==> src/rtl/axi4_lite_pkg.sv <==
// ============================================================================
// Module      : axi4_lite_pkg
// Description : Shared AXI4-Lite types and response codes for the master
//               engine and the slave BFM.
// Revision    : 1.0 - initial release
// ============================================================================
`default_nettype none

package axi4_lite_pkg;

    typedef enum logic [2:0] {
        ST_IDLE         = 3'd0,
        ST_WR_ADDR_DATA = 3'd1,
        ST_WR_RESP      = 3'd2,
        ST_RD_ADDR      = 3'd3,
        ST_RD_DATA      = 3'd4,
        ST_RSP          = 3'd5
    } axi_mst_state_e;

    localparam logic [1:0] AXI_RESP_OKAY   = 2'b00;
    localparam logic [1:0] AXI_RESP_EXOKAY = 2'b01;
    localparam logic [1:0] AXI_RESP_SLVERR = 2'b10;
    localparam logic [1:0] AXI_RESP_DECERR = 2'b11;

    // Reported on rsp_resp when the watchdog abandons a transaction.
    localparam logic [1:0] AXI_RESP_TIMEOUT = 2'b11;

endpackage

`default_nettype wire

==> src/rtl/axi4_lite_master_engine.sv <==
// ============================================================================
// Module      : axi4_lite_master_engine
// Description : Single-outstanding AXI4-Lite master turning cmd_* requests
//               into bus transactions and returning rsp_* completions.
//               Optional watchdog enabled by AXI4L_MST_TIMEOUT_EN.
// Revision    : 1.0 - initial release
// ============================================================================
`default_nettype none

module axi4_lite_master_engine
    import axi4_lite_pkg::*;
#(
    parameter logic [2:0]  AXPROT         = 3'b000,
    parameter logic [3:0]  AXCACHE        = 4'b0000,
    parameter int unsigned TIMEOUT_CYCLES = 1024
) (
    input  logic        aclk,
    input  logic        aresetn,
    // command port
    input  logic        cmd_valid,
    output logic        cmd_ready,
    input  logic        cmd_write,
    input  logic [31:0] cmd_addr,
    input  logic [31:0] cmd_wdata,
    input  logic [3:0]  cmd_wstrb,
    // response port
    output logic        rsp_valid,
    input  logic        rsp_ready,
    output logic        rsp_write,
    output logic [31:0] rsp_rdata,
    output logic [1:0]  rsp_resp,
    output logic        timeout_err,
    // AXI4-Lite master
    output logic [31:0] m_awaddr,
    output logic [3:0]  m_awcache,
    output logic [2:0]  m_awprot,
    output logic        m_awvalid,
    input  logic        m_awready,
    output logic [31:0] m_wdata,
    output logic [3:0]  m_wstrb,
    output logic        m_wvalid,
    input  logic        m_wready,
    input  logic [1:0]  m_bresp,
    input  logic        m_bvalid,
    output logic        m_bready,
    output logic [31:0] m_araddr,
    output logic [3:0]  m_arcache,
    output logic [2:0]  m_arprot,
    output logic        m_arvalid,
    input  logic        m_arready,
    input  logic [31:0] m_rdata,
    input  logic [1:0]  m_rresp,
    input  logic        m_rvalid,
    output logic        m_rready
);

    axi_mst_state_e r_state, w_state_next;

    logic        r_cmd_ready, w_cmd_ready_next;
    logic [31:0] r_awaddr,    w_awaddr_next;
    logic        r_awvalid,   w_awvalid_next;
    logic [31:0] r_wdata,     w_wdata_next;
    logic [3:0]  r_wstrb,     w_wstrb_next;
    logic        r_wvalid,    w_wvalid_next;
    logic        r_bready,    w_bready_next;
    logic [31:0] r_araddr,    w_araddr_next;
    logic        r_arvalid,   w_arvalid_next;
    logic        r_rready,    w_rready_next;
    logic        r_rsp_valid, w_rsp_valid_next;
    logic        r_rsp_write, w_rsp_write_next;
    logic [31:0] r_rsp_rdata, w_rsp_rdata_next;
    logic [1:0]  r_rsp_resp,  w_rsp_resp_next;
    logic        r_aw_done,   w_aw_done_next;
    logic        r_w_done,    w_w_done_next;

    logic w_aw_hs, w_w_hs;

    assign w_aw_hs = r_awvalid & m_awready;
    assign w_w_hs  = r_wvalid  & m_wready;

`ifdef AXI4L_MST_TIMEOUT_EN
    localparam int CNT_W = $clog2(TIMEOUT_CYCLES + 1);

    logic [CNT_W-1:0] r_wait_cnt, w_wait_cnt_next;
    logic             r_timeout_err, w_timeout_err_next;
    logic             w_in_wait;

    assign w_in_wait = (r_state == ST_WR_ADDR_DATA) || (r_state == ST_WR_RESP) ||
                       (r_state == ST_RD_ADDR)      || (r_state == ST_RD_DATA);
`endif

    always_comb begin
        w_state_next     = r_state;
        w_cmd_ready_next = r_cmd_ready;
        w_awaddr_next    = r_awaddr;
        w_awvalid_next   = r_awvalid;
        w_wdata_next     = r_wdata;
        w_wstrb_next     = r_wstrb;
        w_wvalid_next    = r_wvalid;
        w_bready_next    = r_bready;
        w_araddr_next    = r_araddr;
        w_arvalid_next   = r_arvalid;
        w_rready_next    = r_rready;
        w_rsp_valid_next = r_rsp_valid;
        w_rsp_write_next = r_rsp_write;
        w_rsp_rdata_next = r_rsp_rdata;
        w_rsp_resp_next  = r_rsp_resp;
        w_aw_done_next   = r_aw_done;
        w_w_done_next    = r_w_done;

        case (r_state)
            ST_IDLE: begin
                w_cmd_ready_next = 1'b1;
                if (cmd_valid && r_cmd_ready) begin
                    w_cmd_ready_next = 1'b0;
                    if (cmd_write) begin
                        w_awaddr_next  = cmd_addr;
                        w_wdata_next   = cmd_wdata;
                        w_wstrb_next   = cmd_wstrb;
                        w_awvalid_next = 1'b1;
                        w_wvalid_next  = 1'b1;
                        w_state_next   = ST_WR_ADDR_DATA;
                    end else begin
                        w_araddr_next  = cmd_addr;
                        w_arvalid_next = 1'b1;
                        w_state_next   = ST_RD_ADDR;
                    end
                end
            end
            ST_WR_ADDR_DATA: begin
                // AW and W complete independently, possibly in the same cycle.
                if (w_aw_hs) begin
                    w_awvalid_next = 1'b0;
                    w_aw_done_next = 1'b1;
                end
                if (w_w_hs) begin
                    w_wvalid_next = 1'b0;
                    w_w_done_next = 1'b1;
                end
                if ((r_aw_done || w_aw_hs) && (r_w_done || w_w_hs)) begin
                    w_aw_done_next = 1'b0;
                    w_w_done_next  = 1'b0;
                    w_bready_next  = 1'b1;
                    w_state_next   = ST_WR_RESP;
                end
            end
            ST_WR_RESP: begin
                if (m_bvalid && r_bready) begin
                    w_bready_next    = 1'b0;
                    w_rsp_valid_next = 1'b1;
                    w_rsp_write_next = 1'b1;
                    w_rsp_rdata_next = 32'd0;
                    w_rsp_resp_next  = m_bresp;
                    w_state_next     = ST_RSP;
                end
            end
            ST_RD_ADDR: begin
                if (r_arvalid && m_arready) begin
                    w_arvalid_next = 1'b0;
                    w_rready_next  = 1'b1;
                    w_state_next   = ST_RD_DATA;
                end
            end
            ST_RD_DATA: begin
                if (m_rvalid && r_rready) begin
                    w_rready_next    = 1'b0;
                    w_rsp_valid_next = 1'b1;
                    w_rsp_write_next = 1'b0;
                    w_rsp_rdata_next = m_rdata;
                    w_rsp_resp_next  = m_rresp;
                    w_state_next     = ST_RSP;
                end
            end
            ST_RSP: begin
                if (rsp_ready) begin
                    w_rsp_valid_next = 1'b0;
                    w_cmd_ready_next = 1'b1;
                    w_state_next     = ST_IDLE;
                end
            end
            default: begin
                w_state_next = ST_IDLE;
            end
        endcase

`ifdef AXI4L_MST_TIMEOUT_EN
        // Counter restarts whenever the state changes; a handshake completing
        // on the expiry cycle takes priority over the watchdog.
        w_wait_cnt_next    = '0;
        w_timeout_err_next = r_timeout_err;
        if (w_in_wait && (w_state_next == r_state)) begin
            if (r_wait_cnt == CNT_W'(TIMEOUT_CYCLES - 1)) begin
                w_awvalid_next     = 1'b0;
                w_wvalid_next      = 1'b0;
                w_bready_next      = 1'b0;
                w_arvalid_next     = 1'b0;
                w_rready_next      = 1'b0;
                w_aw_done_next     = 1'b0;
                w_w_done_next      = 1'b0;
                w_rsp_valid_next   = 1'b1;
                w_rsp_write_next   = (r_state == ST_WR_ADDR_DATA) || (r_state == ST_WR_RESP);
                w_rsp_rdata_next   = 32'd0;
                w_rsp_resp_next    = AXI_RESP_TIMEOUT;
                w_timeout_err_next = 1'b1;
                w_state_next       = ST_RSP;
            end else begin
                w_wait_cnt_next = r_wait_cnt + 1'b1;
            end
        end
`endif
    end

    always_ff @(posedge aclk) begin
        if (!aresetn) begin
            r_state     <= ST_IDLE;
            r_cmd_ready <= 1'b0;
            r_awaddr    <= 32'd0;
            r_awvalid   <= 1'b0;
            r_wdata     <= 32'd0;
            r_wstrb     <= 4'd0;
            r_wvalid    <= 1'b0;
            r_bready    <= 1'b0;
            r_araddr    <= 32'd0;
            r_arvalid   <= 1'b0;
            r_rready    <= 1'b0;
            r_rsp_valid <= 1'b0;
            r_rsp_write <= 1'b0;
            r_rsp_rdata <= 32'd0;
            r_rsp_resp  <= 2'd0;
            r_aw_done   <= 1'b0;
            r_w_done    <= 1'b0;
        end else begin
            r_state     <= w_state_next;
            r_cmd_ready <= w_cmd_ready_next;
            r_awaddr    <= w_awaddr_next;
            r_awvalid   <= w_awvalid_next;
            r_wdata     <= w_wdata_next;
            r_wstrb     <= w_wstrb_next;
            r_wvalid    <= w_wvalid_next;
            r_bready    <= w_bready_next;
            r_araddr    <= w_araddr_next;
            r_arvalid   <= w_arvalid_next;
            r_rready    <= w_rready_next;
            r_rsp_valid <= w_rsp_valid_next;
            r_rsp_write <= w_rsp_write_next;
            r_rsp_rdata <= w_rsp_rdata_next;
            r_rsp_resp  <= w_rsp_resp_next;
            r_aw_done   <= w_aw_done_next;
            r_w_done    <= w_w_done_next;
        end
    end

`ifdef AXI4L_MST_TIMEOUT_EN
    always_ff @(posedge aclk) begin
        if (!aresetn) begin
            r_wait_cnt    <= '0;
            r_timeout_err <= 1'b0;
        end else begin
            r_wait_cnt    <= w_wait_cnt_next;
            r_timeout_err <= w_timeout_err_next;
        end
    end

    assign timeout_err = r_timeout_err;
`else
    assign timeout_err = 1'b0;
`endif

    assign cmd_ready = r_cmd_ready;
    assign rsp_valid = r_rsp_valid;
    assign rsp_write = r_rsp_write;
    assign rsp_rdata = r_rsp_rdata;
    assign rsp_resp  = r_rsp_resp;

    assign m_awaddr  = r_awaddr;
    assign m_awcache = AXCACHE;
    assign m_awprot  = AXPROT;
    assign m_awvalid = r_awvalid;
    assign m_wdata   = r_wdata;
    assign m_wstrb   = r_wstrb;
    assign m_wvalid  = r_wvalid;
    assign m_bready  = r_bready;
    assign m_araddr  = r_araddr;
    assign m_arcache = AXCACHE;
    assign m_arprot  = AXPROT;
    assign m_arvalid = r_arvalid;
    assign m_rready  = r_rready;

endmodule

`default_nettype wire

==> config.mk <==
export PLATFORM = sky130hd
export DESIGN_NAME = axi4_lite_master_engine
export DESIGN_NICKNAME = d
export VERILOG_FILES = /design/src/rtl/axi4_lite_pkg.sv /design/src/rtl/axi4_lite_master_engine.sv
export SDC_FILE = /design/constraint.sdc
export NUM_CORES = 1
export LEC_CHECK = 0
export ABC_CLOCK_PERIOD_IN_PS = 2200
export BUFFER_PORTS_ARGS = -buffer_cell sky130_fd_sc_hd__buf_2
export CORE_ASPECT_RATIO = 1.5
export CORE_MARGIN = 4
export CORE_UTILIZATION = 35
export CTS_CLUSTER_SIZE = 8
export DETAILED_ROUTE_END_ITERATION = 10
export PLACE_DENSITY = 0.71
export REMOVE_ABC_BUFFERS = 1
export SLEW_MARGIN = 10
export SYNTH_ARGS = -nofsm -noshare
export SYNTH_HDL_FRONTEND = slang
export SYNTH_SLANG_ARGS = --single-unit
==> constraint.sdc <==
create_clock -name aclk -period 2.2 [get_ports aclk]
set_input_delay 0.11 -clock aclk [delete_from_list [all_inputs] [get_ports aclk]]
set_output_delay 0.11 -clock aclk [all_outputs]
set_load 0.02 [all_outputs]
==> results of run 1 <==
-- final cells by class --
class | count | area [um2] | share of cell area (%)
Sequential cell | 147 | 2940 | 34.9
Timing Repair Buffer | 369 | 2440 | 29.0
Multi-Input combinational cell | 480 | 2210 | 26.3
Clock buffer | 19 | 453 | 5.37
Tap cell | 199 | 249 | 2.95
Clock inverter | 13 | 115 | 1.36
Inverter | 3 | 13.8 | 0.163
Antenna cell | 1 | 2.50 | 0.0297
-- sequential cells by signal, summed over array words and instances, names as in the netlist --
signal,cells
m_araddr,32
m_awaddr,32
m_wdata,32
rsp_rdata,32
m_wstrb,4
r_state,3
rsp_resp,2
cmd_ready,1
m_arvalid,1
m_awvalid,1
m_bready,1
m_rready,1
m_wvalid,1
r_aw_done,1
r_w_done,1
rsp_valid,1
rsp_write,1
-- cell families (layout without fill, tap and decap cells) --
| kind of cell | after synthesis | count (layout) |
|---|---|---|
| buffers and inverters | 70 | 404 |
| flip-flops | 147 | 147 |
| multiplexers | 2 | 2 |
| AND/OR/NAND/NOR | 271 | 271 |
| AO/OA/AOI/OAI | 192 | 192 |
| other | 1 | 16 |
-- critical path, delay by kind of cell, from the launching register on --
kind                   cells  cell delay [ps]
flip-flops                 1              390
AND/OR/NAND/NOR            3             1040
buffers and inverters      1              200
AO/OA/AOI/OAI              1               70
-- worst paths after layout --
check                                    to
setup / recovery    m_wdata[9]$_SDFFE_PN0P_
hold / removal        m_rready$_SDFFE_PN0P_
setup reg to reg    m_wdata[9]$_SDFFE_PN0P_
hold reg to reg   m_awaddr[26]$_SDFFE_PN0P_
-- power groups by stage --
stage	clock (mW)	sequential, mW	combinational, mW
after global routing	2.92	3.02	2.05
after floorplan	0	3.28	0.752
final	2.75	3.00	1.88
after global placement	0	3.05	1.73
after detailed placement	0	3.05	1.74
after CTS	2.83	2.99	1.88
-- layer usage --
metal	track usage, %	vias to the layer above	wire length [um]
met5	0	-	0
met4	7.88	0	491
met3	5.40	37	1600
met2	36.2	238	9370
met1	19.7	2719	6480
li1	-	2883	-
-- placed cells by master (no fill, tap or decap), drive strengths merged, types with 2 or more instances in the layout --
cell,netlist,layout
nor3,5,5
nor2,8,8
nand3,2,2
a21oi,139,139
buf,37,269
o21a,3,3
a31oi,3,3
nand2,240,240
o311a,2,2
or3,3,3
dlygate4sd3,0,100
a211oi,2,2
o21ai,33,33
clkinv,1,4
o21bai,2,2
nor3b,2,2
nand2b,2,2
mux2,2,2
clkbuf,30,19
nor2b,4,4
clkinvlp,0,3
conb,1,15
dfxtp,147,147
o211a,2,2
inv,2,9
-- what timing repair did --
| item | CTS | global route |
|---|---|---|
| setup buffers | 0 | 0 |
| hold endpoints to repair | 131 | 1 |
| resized for setup | 0 | 0 |
| hold buffers | 99 | 1 |
-- per-stage QoR --
stage | instances | setup slack, ps | instance area [um2]
detailed placement | 1098 | 358 | 6860
CTS | 1229 | 356 | 8420
global route | 1231 | 236 | 8440
floorplan | 630 | -1190 | 5150
finish | 1231 | 328 | 8440
global placement | 1098 | 397 | 6860
==> flow_results.xml, run 1 <==
<?xml version="1.0" encoding="UTF-8"?>
<metrics>
  <group name="clocking">
    <metric name="worst_skew_pair.late_latency" unit="ps">410</metric>
    <metric name="clock_sinks" unit="">147</metric>
    <metric name="buffer_levels_on_the_longest_clock_path" unit="">2</metric>
    <metric name="cts_tree" unit="">built</metric>
    <metric name="clk_pin_slew_worst_paths" unit="ps">70</metric>
    <metric name="clock_tree.htree_level_count" unit="">4</metric>
    <metric name="total_cts_buffers" unit="">17</metric>
    <metric name="root_cell_of_the_clock_tree" unit="">sky130_fd_sc_hd__clkbuf_16</metric>
  </group>
  <group name="sta">
    <metric name="fin_setup_tns" unit="ps">0</metric>
    <metric name="finalCriticalPeriod" unit="ps">1870</metric>
    <metric name="drv_slew" unit="">0</metric>
    <metric name="final.setup_skew" unit="ps">10.8</metric>
    <metric name="hold-worst-slack" unit="ps">25.0</metric>
    <metric name="finalSetupViolations" unit="">0</metric>
    <metric name="finalHoldViolCount" unit="">0</metric>
    <metric name="maximum_operating_frequency" unit="MHz">534</metric>
    <metric name="layout_worst_path_cycle_share" unit="%">85.1</metric>
    <metric name="rsz0062_at_grt" unit="">no</metric>
  </group>
  <group name="status">
    <metric name="run_status" unit="">finished clean</metric>
  </group>
  <group name="setup_path">
    <metric name="path_max_fanout" unit="">66</metric>
    <metric name="startpoint_type" unit="">register</metric>
    <metric name="worst_setup_path_startpoint" unit="">r_state[2]$_SDFFE_PN0P_</metric>
    <metric name="timing.critical_path.slowest_stage_cell" unit="">sky130_fd_sc_hd__or3_1</metric>
    <metric name="crit_arrival" unit="ps">2150</metric>
    <metric name="timing.critical_path.cells" unit="">or3_1, or2_2, buf_12, nand2_1, a21oi_1</metric>
    <metric name="setup.worst_path.class" unit="">reg2reg</metric>
    <metric name="worst_setup_path_end_kind" unit="">register</metric>
    <metric name="peak_per_stage_delay_on_the_critical_path" unit="ps">530</metric>
    <metric name="crit-reg2reg-launch" unit="">r_state[2]$_SDFFE_PN0P_</metric>
    <metric name="worst-r2r-setup-slack" unit="ps">330</metric>
    <metric name="worst_ep_required_time" unit="ps">2470</metric>
    <metric name="r2r_cells" unit="">5</metric>
  </group>
  <group name="power_and_ir_drop">
    <metric name="switchingPower" unit="mW">2.50</metric>
    <metric name="post-layout-total-power" unit="mW">7.63</metric>
    <metric name="power_frac_seq" unit="%">39.3</metric>
    <metric name="cellLeakagePower" unit="nW">3.71</metric>
    <metric name="comb_power_share" unit="%">24.6</metric>
    <metric name="worst_ir_drop_vdd" unit="V">0.000562</metric>
    <metric name="power_density" unit="nW/um2">904</metric>
    <metric name="p_int" unit="mW">5.13</metric>
    <metric name="netSwitchingFraction" unit="%">32.8</metric>
    <metric name="clock_power_share" unit="%">36.1</metric>
  </group>
  <group name="routing">
    <metric name="detailroute.via_count" unit="">5877</metric>
    <metric name="router_iterations_before_antenna_repair" unit="">4</metric>
    <metric name="viasPerCell" unit="">4.77</metric>
    <metric name="final_antenna_net_count" unit="">0</metric>
    <metric name="wire_per_inst" unit="um">14.6</metric>
    <metric name="drt_drc_violations_left" unit="">0</metric>
    <metric name="route.final.wire_length" unit="um">17900</metric>
    <metric name="drtIter0Drc" unit="">432</metric>
  </group>
  <group name="synth">
    <metric name="synth-edff-count" unit="">0</metric>
    <metric name="synth.area.mux_share" unit="%">0.412</metric>
    <metric name="synth_largest_area_cell" unit="">sky130_fd_sc_hd__dfxtp_1</metric>
    <metric name="yosys.cell_count.top_type" unit="">sky130_fd_sc_hd__nand2_1</metric>
    <metric name="synth_async_reset_ratio" unit="%">0</metric>
    <metric name="post_synth.cell_area_avg" unit="um2">8.01</metric>
    <metric name="synth_fa_ha_area_share" unit="%">0</metric>
    <metric name="synthXorXnorAreaFrac" unit="%">0</metric>
    <metric name="synth_simple_gate_area_share" unit="%">19.8</metric>
    <metric name="netlist_area" unit="um2">5470</metric>
    <metric name="yosys-top-cells-area" unit="">sky130_fd_sc_hd__dfxtp_1 54%, sky130_fd_sc_hd__nand2_1 16%, sky130_fd_sc_hd__a21oi_1 13%, sky130_fd_sc_hd__o21ai_0 3.0%, sky130_fd_sc_hd__buf_4 2.1%</metric>
    <metric name="postSynthRegisterBits" unit="">147</metric>
    <metric name="area_fraction_of_the_dominant_cell_type_after_synthesis" unit="%">53.8</metric>
    <metric name="largest_family_of_logic_cells_by_synthesized_area" unit="">simple AND/OR/NAND/NOR gates</metric>
    <metric name="synth_top_cells_by_count" unit="">240 x sky130_fd_sc_hd__nand2_1, 147 x sky130_fd_sc_hd__dfxtp_1, 139 x sky130_fd_sc_hd__a21oi_1</metric>
    <metric name="synth.lib_cells_used.distinct" unit="">38</metric>
    <metric name="syn-instance-count" unit="">683</metric>
    <metric name="seq_area_frac_synth" unit="%">53.8</metric>
    <metric name="dominantRegCellSynth" unit="">sky130_fd_sc_hd__dfxtp_1</metric>
    <metric name="synthesized_area_fraction_occupied_by_ao_oa_aoi_and_oai_cells" unit="%">18.9</metric>
    <metric name="warning_count_from_the_yosys_run" unit="">0</metric>
  </group>
  <group name="die">
    <metric name="floorplan.die_area" unit="um2">17700</metric>
    <metric name="dieWidth" unit="um">110</metric>
    <metric name="floorplan.io_pins" unit="">271</metric>
    <metric name="die_height" unit="um">161</metric>
    <metric name="floorplan.initialDensity" unit="%">36.0</metric>
    <metric name="core-area" unit="um2">15200</metric>
    <metric name="num_rows" unit="">55</metric>
  </group>
  <group name="final_layout">
    <metric name="final_util" unit="%">55.5</metric>
    <metric name="flow.area_growth_from_synthesis" unit="%">54.2</metric>
    <metric name="share_of_layout_cells_above_drive_strength_1" unit="%">30.2</metric>
    <metric name="net_count_reported_at_finish" unit="">1132</metric>
    <metric name="fill_cells" unit="">1360</metric>
  </group>
  <group name="grt">
    <metric name="grt_util_all_layers" unit="%">19.4</metric>
    <metric name="grt_start_max_net_pins" unit="">78</metric>
    <metric name="antenna_found_initial" unit="">1</metric>
    <metric name="grt_pass1_wl" unit="um">27400</metric>
    <metric name="grt_overflow" unit="">0</metric>
    <metric name="vias_in_the_first_global_route" unit="">5749</metric>
  </group>
  <group name="placement">
    <metric name="portBuffers" unit="">255</metric>
    <metric name="detailed_place_hpwl" unit="um">11300</metric>
    <metric name="gp_congestion" unit="">0.772</metric>
  </group>
  <group name="hold_path">
    <metric name="hold_start" unit="">m_arready</metric>
    <metric name="cell_count_of_the_worst_hold_path" unit="">3</metric>
    <metric name="worstHoldPathType" unit="">in2reg</metric>
  </group>
  <group name="run">
    <metric name="timing.max_cap.violations" unit="">0</metric>
  </group>
</metrics>
No activity file was read; power rests on OpenSTA's default activity.
==> run 2: changes to the inputs <==
--- a/config.mk
+++ b/config.mk
@@ -12,7 +12,8 @@
 export CORE_UTILIZATION = 35
 export CTS_CLUSTER_SIZE = 8
 export DETAILED_ROUTE_END_ITERATION = 10
-export PLACE_DENSITY = 0.71
+export GPL_TIMING_DRIVEN = 0
+export PLACE_DENSITY = 0.7
 export REMOVE_ABC_BUFFERS = 1
 export SLEW_MARGIN = 10
 export SYNTH_ARGS = -nofsm -noshare
==> run 2 against run 1 <==
Against the previous run: sequential share of layout area shrank 0.39 points; flip-flop and latch count unchanged; maximum frequency shrank 6.3%; clock skew fell by 4.4 ps.
==> flow_results.xml, run 2 (synthesis results as in run 1) <==
<?xml version="1.0" encoding="UTF-8"?>
<metrics>
  <group name="status">
    <metric name="run_status" unit="">finished clean</metric>
  </group>
  <group name="setup_path">
    <metric name="worst_setup_path_startpoint" unit="">r_state[0]$_SDFFE_PN0P_</metric>
    <metric name="setup.worst_path.class" unit="">reg2reg</metric>
    <metric name="worst-r2r-setup-slack" unit="ps">200</metric>
    <metric name="critical-path-top-cell-by-count" unit="">sky130_fd_sc_hd__buf_12</metric>
    <metric name="r2r_cells" unit="">6</metric>
    <metric name="crit-reg2reg-launch" unit="">r_state[0]$_SDFFE_PN0P_</metric>
    <metric name="timing.critical_path.cells" unit="">or3_4, nor2_4, buf_12, buf_12, nand2_1, a21oi_1</metric>
    <metric name="crit_path_end" unit="">m_awaddr[16]$_SDFFE_PN0P_</metric>
    <metric name="crit_arrival" unit="ps">2310</metric>
    <metric name="crit-reg2reg-capture" unit="">m_awaddr[16]$_SDFFE_PN0P_</metric>
    <metric name="startpoint_type" unit="">register</metric>
    <metric name="timing.critical_path.slowest_stage_cell" unit="">sky130_fd_sc_hd__or3_4</metric>
    <metric name="peak_per_stage_delay_on_the_critical_path" unit="ps">500</metric>
    <metric name="worst_ep_required_time" unit="ps">2510</metric>
    <metric name="worst_setup_path_end_kind" unit="">register</metric>
    <metric name="path_max_fanout" unit="">37</metric>
  </group>
  <group name="clocking">
    <metric name="total_cts_buffers" unit="">17</metric>
    <metric name="clock_tree.htree_level_count" unit="">4</metric>
    <metric name="cts_tree" unit="">built</metric>
    <metric name="buffer_levels_on_the_longest_clock_path" unit="">2</metric>
    <metric name="worst_skew_pair.late_latency" unit="ps">400</metric>
    <metric name="clock_sinks" unit="">147</metric>
    <metric name="clk_pin_slew_worst_paths" unit="ps">60</metric>
    <metric name="root_cell_of_the_clock_tree" unit="">sky130_fd_sc_hd__clkbuf_16</metric>
  </group>
  <group name="sta">
    <metric name="tightest_slew" unit="ps">803</metric>
    <metric name="final.setup_skew" unit="ps">6.40</metric>
    <metric name="finalSetupViolations" unit="">0</metric>
    <metric name="finalHoldViolCount" unit="">0</metric>
    <metric name="rsz0062_at_grt" unit="">no</metric>
    <metric name="maximum_operating_frequency" unit="MHz">501</metric>
    <metric name="drv_slew" unit="">0</metric>
    <metric name="layout_worst_path_cycle_share" unit="%">90.8</metric>
    <metric name="rel_slew_slack" unit="%">46.5</metric>
    <metric name="finalCriticalPeriod" unit="ps">2000</metric>
  </group>
  <group name="grt">
    <metric name="vias_in_the_first_global_route" unit="">5564</metric>
    <metric name="antenna_found_initial" unit="">0</metric>
    <metric name="grt_overflow" unit="">0</metric>
    <metric name="grt_start_max_net_pins" unit="">77</metric>
    <metric name="grt_util_all_layers" unit="%">19.0</metric>
    <metric name="grt_pass1_wl" unit="um">26900</metric>
  </group>
  <group name="die">
    <metric name="die_height" unit="um">161</metric>
    <metric name="floorplan.initialDensity" unit="%">36.0</metric>
    <metric name="floorplan.io_pins" unit="">271</metric>
    <metric name="core-area" unit="um2">15200</metric>
    <metric name="dieWidth" unit="um">110</metric>
    <metric name="num_rows" unit="">55</metric>
    <metric name="floorplan.die_area" unit="um2">17700</metric>
  </group>
  <group name="final_layout">
    <metric name="final_util" unit="%">56.1</metric>
    <metric name="antenna_cells" unit="">0</metric>
    <metric name="share_of_layout_cells_above_drive_strength_1" unit="%">30.1</metric>
    <metric name="multi_input_area" unit="um2">2240</metric>
    <metric name="mostFrequentLayoutCell" unit="">sky130_fd_sc_hd__buf_2</metric>
    <metric name="net_count_reported_at_finish" unit="">1128</metric>
    <metric name="flow.area_growth_from_synthesis" unit="%">56.0</metric>
    <metric name="fill_cells" unit="">1375</metric>
    <metric name="register_area" unit="um2">2940</metric>
    <metric name="most-common-layout-cells" unit="">255 x sky130_fd_sc_hd__buf_2, 240 x sky130_fd_sc_hd__nand2_1, 147 x sky130_fd_sc_hd__dfxtp_1</metric>
  </group>
  <group name="power_and_ir_drop">
    <metric name="post-layout-total-power" unit="mW">8.11</metric>
    <metric name="worst_ir_drop_vdd" unit="V">0.000534</metric>
    <metric name="cellLeakagePower" unit="nW">3.73</metric>
    <metric name="power_density" unit="nW/um2">951</metric>
  </group>
  <group name="routing">
    <metric name="final_antenna_net_count" unit="">0</metric>
    <metric name="drtIter0Drc" unit="">361</metric>
    <metric name="drt_drc_violations_left" unit="">0</metric>
    <metric name="viasPerCell" unit="">4.76</metric>
    <metric name="wire_per_inst" unit="um">14.7</metric>
    <metric name="router_iterations_before_antenna_repair" unit="">5</metric>
    <metric name="route.final.wire_length" unit="um">18000</metric>
    <metric name="detailroute.via_count" unit="">5827</metric>
  </group>
  <group name="placement">
    <metric name="portBuffers" unit="">255</metric>
    <metric name="gp_congestion" unit="">0.764</metric>
    <metric name="detailed_place_hpwl" unit="um">11200</metric>
  </group>
  <group name="run">
    <metric name="timing.max_cap.violations" unit="">0</metric>
  </group>
  <group name="hold_path">
    <metric name="worstHoldPathType" unit="">in2reg</metric>
    <metric name="cell_count_of_the_worst_hold_path" unit="">3</metric>
  </group>
</metrics>
==> run 2: changes by cell type in the layout (fill, tap and decap cells not counted), sizes merged <==
cell      previous run  this run
diode                1         0
bufinv               0         5
clkinv               4         2
clkbuf              19        18
or2                  1         2
buf                269       264
clkinvlp             3         2
inv                  9         7
==> run 2: worst min-delay path by stage <==
stage	slack, ps	start	end
after floorplan	230	aresetn	rsp_write$_SDFFE_PN0P_
after global placement	350	m_rdata[19]	rsp_rdata[19]$_SDFFE_PN0P_
after detailed placement	360	cmd_wdata[30]	m_wdata[30]$_SDFFE_PN0P_
after CTS	2	m_arready	m_rready$_SDFFE_PN0P_
after global routing	20	aresetn	rsp_write$_SDFFE_PN0P_
final	20	m_arready	m_rready$_SDFFE_PN0P_
==> run 2: layout make-up <==
type / instances / share of cell area [%]
repair buffers: 364 / 28.3
inverters: 3 / 0.191
clock buffers: 18 / 5.15
well taps: 199 / 2.92
multi-input cells: 481 / 26.3
flip-flops and latches: 147 / 34.5
clock inverters: 13 / 2.61
==> run 2: through the flow <==
| stage | cells | hold WS (ps) | area, um2 | TNS (ps) | setup slack, ps |
|---|---|---|---|---|---|
| 2_1_floorplan | 630 | 228 | 5150 | -108760 | -1190 |
| 3_3_place_gp | 1084 | 350 | 6670 | -367190 | -3250 |
| 3_5_place_dp | 1090 | 355 | 6830 | -301 | -33.9 |
| 4_1_cts | 1224 | 1.98 | 8520 | 0 | 95.7 |
| 5_1_grt | 1225 | 17.9 | 8530 | 0 | 102 |
| 6_report | 1225 | 23.2 | 8530 | 0 | 202 |
==> run 2: worst max-delay path: cells and delay by family (launching register included) <==
family / cells / cell delay, ps
AOI/OAI and AO/OA: 1 / 150
DFF: 1 / 440
and+or+nand+nor: 3 / 820
buffers and inverters: 2 / 450
==> run 2: report_power, final <==
group / leakage, nW / switching, mW / internal [mW]
combinational: 2.23 / 1.17 / 0.695
sequential: 1.19 / 0.153 / 2.87
clock: 0.317 / 1.16 / 2.07
==> run 2: what timing repair did <==
item,4_1_cts,5_1_grt
endpoints found under the setup margin,33,22
gates cloned,0,1
pin swaps,1,1
setup buffers,3,0
gates resized for setup,2,1
hold endpoints to repair,132,0
hold buffers,100,0
==> run 2: routing by layer <==
layer | track usage, % | wire length [um] | up-vias
li1 | - | - | 2882
met1 | 19.9 | 6750 | 2663
met2 | 34.1 | 9130 | 246
met3 | 5.76 | 1580 | 36
met4 | 8.28 | 580 | 0
met5 | 0 | 0 | -
